### config.mk
export PLATFORM = sky130hd
export DESIGN_NAME = stream_mux
export DESIGN_NICKNAME = d
export VERILOG_FILES = /design/src/rtl/stream_mux.sv
export SDC_FILE = /design/constraint.sdc
export NUM_CORES = 1
export LEC_CHECK = 0
export BUFFER_PORTS_ARGS = -buffer_cell sky130_fd_sc_hd__buf_4
export CAP_MARGIN = 20
export CORE_MARGIN = 10
export CORE_UTILIZATION = 40
export CTS_CLUSTER_DIAMETER = 50
export DETAILED_ROUTE_END_ITERATION = 7
export PLACE_DENSITY = 0.89
export RECOVER_POWER = 25
export SLEW_MARGIN = 15
export SYNTH_ARGS = -nofsm -noshare
export SYNTH_HDL_FRONTEND = slang
export SYNTH_SLANG_ARGS = --single-unit
### constraint.sdc
create_clock -name clk -period 3.25 [get_ports clk]
set_clock_uncertainty 0.2 [all_clocks]
set_input_delay 0.65 -clock clk [delete_from_list [all_inputs] [get_ports clk]]
set_output_delay 0.65 -clock clk [all_outputs]
set_load 0.05 [all_outputs]
### src/rtl/stream_mux.sv
// Registered CH-channel stream multiplexer with valid/ready on every port.
// Define STREAM_MUX_RR_EN for round-robin arbitration; otherwise fixed priority (lowest index).
module stream_mux #(
    parameter int  N  = 8,
    parameter int  CH = 4,
    localparam int CW = $clog2(CH)
) (
    input  logic            clk,
    input  logic            rst,
    input  logic [CH*N-1:0] in_data,
    input  logic [CH-1:0]   in_valid,
    output logic [CH-1:0]   in_ready,
    input  logic            sel_en,
    input  logic [CW-1:0]   sel,
    output logic [N-1:0]    out_data,
    output logic [CW-1:0]   out_ch,
    output logic            out_valid,
    input  logic            out_ready
);

    logic [CH-1:0][N-1:0] data_a;
    logic [CH-1:0]        elig;
    logic [CW-1:0]        g;
    logic                 any;
    logic                 load;

    assign data_a = in_data;

    // Out-of-range sel matches no lane, so forced mode then has an empty eligible set.
    for (genvar i = 0; i < CH; i++) begin : g_lane
        assign elig[i]     = in_valid[i] & (!sel_en | (sel == CW'(i)));
        assign in_ready[i] = load & (g == CW'(i)) & !rst;
    end

    assign any  = |elig;
    assign load = (!out_valid | out_ready) & any;

`ifdef STREAM_MUX_RR_EN
    logic [CW-1:0] ptr;
    logic [CW:0]   idx;
    logic          found;

    always_comb begin
        g     = '0;
        found = 1'b0;
        idx   = '0;
        for (int k = 0; k < CH; k++) begin
            idx = {1'b0, ptr} + (CW+1)'(k);
            if (idx >= (CW+1)'(CH))
                idx = idx - (CW+1)'(CH);
            if (!found && elig[idx[CW-1:0]]) begin
                g     = idx[CW-1:0];
                found = 1'b1;
            end
        end
    end

    // Pointer advances in forced mode too, so arbitration resumes after the forced channel.
    always_ff @(posedge clk or posedge rst) begin
        if (rst)
            ptr <= '0;
        else if (load)
            ptr <= (g == CW'(CH-1)) ? '0 : g + 1'b1;
    end
`else
    always_comb begin
        g = '0;
        for (int i = CH-1; i >= 0; i--)
            if (elig[i])
                g = CW'(i);
    end
`endif

    always_ff @(posedge clk or posedge rst) begin
        if (rst) begin
            out_valid <= 1'b0;
            out_data  <= '0;
            out_ch    <= '0;
        end else if (load) begin
            out_valid <= 1'b1;
            out_data  <= data_a[g];
            out_ch    <= g;
        end else if (out_ready) begin
            out_valid <= 1'b0;
        end
    end

endmodule

==> flow_metrics.tcl <==
set metrics [dict create \
    antennaDiodeCount 0 \
    clock_path_buffers 2 \
    criticalPathCategory "in -> out" \
    outcome "finished, final reports clean" \
    cpMaxStageDelayCell "a2bb2oi_1" \
    min_period_ns 2.86 \
    fillers 161 \
    synth_area_leaders "dfrtp_1 (36%), mux2i_1 (12%), o221ai_1 (9.2%), a22oi_1 (7.9%), nand2_1 (5.9%)" \
    synth_top_family_by_area "compound AO/OA/AOI/OAI gates" \
    grt_start_max_net_pins 19 \
    start_kind "input port" \
    maxSlewHeadroom 0.712 \
    yosysSeqAreaShare 0.361 \
    viasPerCell 5.62 \
    nets 183 \
    cts_buffers 3 \
    period_share 0.881 \
    clk-insertion-delay-late_ns 0.27 \
    synth_flop_cell "dfrtp_1" \
    crit_family "compound AO/OA/AOI/OAI gates" \
    synthesis.instances 82 \
    fin_ws_ns 0.387 \
    syn2layout_area_growth_pct 62.0 \
    vias 928 \
    drc 0 \
    clk_pin_slew_ns 0.07 \
    die-area_um2 4060 \
    numPortBuffers 56 \
    syn_area_um2 763 \
    synth_mux_area_frac 0.118 \
    dpl_cell_area_um2 1210 \
    syn_area_per_cell_um2 9.31 \
    regArea_um2 275 \
    cts-root-buf "clkbuf_4" \
    synth.ff_latch_count 11 \
    finalSetupViolCount 0 \
    wl_per_cell_um 18.2 \
    critPathMaxStageDelay_ns 0.30 \
    ios 57 \
    hold_viol 0 \
    pre_cts_slack_ns 0.416 \
    postCtsHoldBufs 0 \
    power_density_nw_per_um2 444 \
    hold_path.class "in -> async" \
    syn_nets 124 \
    core_area_um2 1760 \
    cts_tree "yes" \
    critPathBufInv 2 \
    dr.first_iter.drc_count 45 \
    synthArstFlopShare 1.00 \
    p_leak_nw 0.621 \
    finalWeightedCongestion 0.904 \
    post-route-util 0.701 \
    peakVddDrop_uv 325 \
    synth_edf_count 0 \
    crit_top_cell "buf_4" \
    max_slew.worst_pin.slew_ns 0.431 \
    crit_path_end_kind "primary output" \
    cts.repair.resized 0 \
    fp-row-count 15 \
    synth_compound_area_frac 0.284 \
    path_cells "buf_4, a21boi_0, a2bb2oi_1, o21ai_1, nor3b_1, buf_4" \
    max_freq_ghz 0.349 \
    multi_input_area_um2 449 \
    rsz0062_at_grt "false" \
    drive_above_1_share 0.464 \
    fin_area_um2 1240 \
    dp_hpwl_um 2470 \
    ant_nets 0 \
    htree_levels 1 \
    initial_utilization 0.433 \
    die_x_um 63.7 \
    finalMaxSlewViolations 0 \
    grt_usage 0.155 \
    synth_top_area_share 0.361 \
    die_h_um 63.7 \
    grt_pass1_vias 1051 \
    grt_overflow 0 \
    crit_fanout 8 \
    antenna_found_initial 0 \
    synth_warnings 0 \
    dr.pass1.iters 4 \
    totalWireLength_um 3000 \
    holdWs_ns 0.242 \
    grt_pass1_wl_um 5190 \
    synth_xor_area_frac 0 \
    synth_top_area_cell "dfrtp_1" \
    drv_cap 0 \
    yosys.area_share.simple 0.180 \
    post_cts_buffers 0 \
    synthAdderAreaFrac 0 \
    cp.arrival_ns 2.01 \
    setup_tns_ns 0 \
    cts.sinks 11 \
    synth_cell_types 29 \
    required_ns 2.40 \
]
[area by class of cell]
| type | instances | area share |
|---|---|---|
| inverter | 2 | 0.00607 |
| timing repair buffer | 60 | 0.361 |
| clock buffer | 4 | 0.0213 |
| sequential | 11 | 0.223 |
| multi-input combinational | 63 | 0.363 |
| tap | 25 | 0.0253 |
[synth_stat cells, drive strengths merged, types with 2 or more instances]
master / number
dfrtp: 11
mux2i: 9
o221ai: 8
o21ai: 4
nand2: 12
nor3b: 3
a22oi: 8
inv: 2
buf: 5
nor2: 4
[report_power, final]
| group | internal (W) | switching [W] | leakage, nW |
|---|---|---|---|
| logic | 0.000103 | 0.000173 | 0.472 |
| clock network | 0.0000476 | 0.0000480 | 0.0150 |
| registers | 0.000162 | 0.0000150 | 0.134 |
| total | 0.000313 | 0.000235 | 0.621 |
[path summary, 6_finish.rpt]
kind / to / slack [ns] / cells after the start / startpoint
setup / recovery: in_ready[3] / 0.39 / 6 / sel[0]
setup reg to reg: out_data[6]$_DFFE_PP0N_ / 1.81 / 5 / out_valid$_DFFE_PP0P_
hold reg to reg: out_ch[0]$_DFFE_PP0N_ / 0.29 / 2 / out_ch[0]$_DFFE_PP0N_
max in group asynchronous: out_ch[0]$_DFFE_PP0N_ / 2.31 / 2 / rst
hold / removal: out_data[6]$_DFFE_PP0N_ / 0.24 / 2 / rst
min in group clk: out_ch[0]$_DFFE_PP0N_ / 0.29 / 2 / out_ch[0]$_DFFE_PP0N_
[worst reg2reg max path: cells and delay by family (launching register included)]
family	cells	cell delay, ns
simple gates	2	0.23
compound gates	2	0.27
buf+inv	1	0.23
flops	1	0.38
[placed cells by master (no fill, tap or decap)]
master / netlist / routed
a21boi_0: 1 / 1
a21oi_1: 1 / 1
a22oi_1: 8 / 8
a2bb2oi_1: 1 / 1
a31oi_1: 1 / 1
a32o_1: 1 / 1
and2_1: 1 / 1
and3_1: 1 / 1
buf_4: 0 / 59
clkbuf_1: 0 / 2
clkbuf_4: 0 / 3
dfrtp_1: 11 / 11
inv_1: 2 / 2
mux2i_1: 9 / 9
nand2_1: 12 / 12
nand2b_1: 1 / 1
nand3b_1: 1 / 1
nand4_1: 1 / 1
nor2_1: 4 / 4
nor2b_1: 1 / 1
nor3_2: 0 / 1
nor3b_1: 2 / 2
nor3b_4: 1 / 1
o21ai_0: 2 / 2
o21ai_1: 2 / 2
o21bai_1: 1 / 1
o221ai_1: 8 / 8
o22ai_2: 1 / 1
o32ai_1: 1 / 1
[per-stage QoR]
stage | cells | total power [W]
3_3_place_gp | 161 | 0.000449
3_5_place_dp | 161 | 0.000456
5_1_grt | 165 | 0.000577
2_1_floorplan | 82 | 0.000347
4_1_cts | 165 | 0.000550
6_report | 165 | 0.000548
[cell families after synthesis]
kind of cell | Yosys count
AOI/OAI and AO/OA | 28
and+or+nand+nor | 26
DFF | 11
muxes | 9
buffers and inverters | 8
[metal layers]
layer,part of all wire,global-route usage,vias to the layer above
met4,0.018,0.0656,0
met2,0.45,0.231,59
met3,0.12,0.0760,7
li1,-,-,434
met5,0,0,-
met1,0.42,0.182,428
[flip-flops by register name, indices dropped and copies added, names as in the netlist]
signal	cells
out_ch	2
out_valid	1
out_data	8
Power figures use the tool's default switching activity.
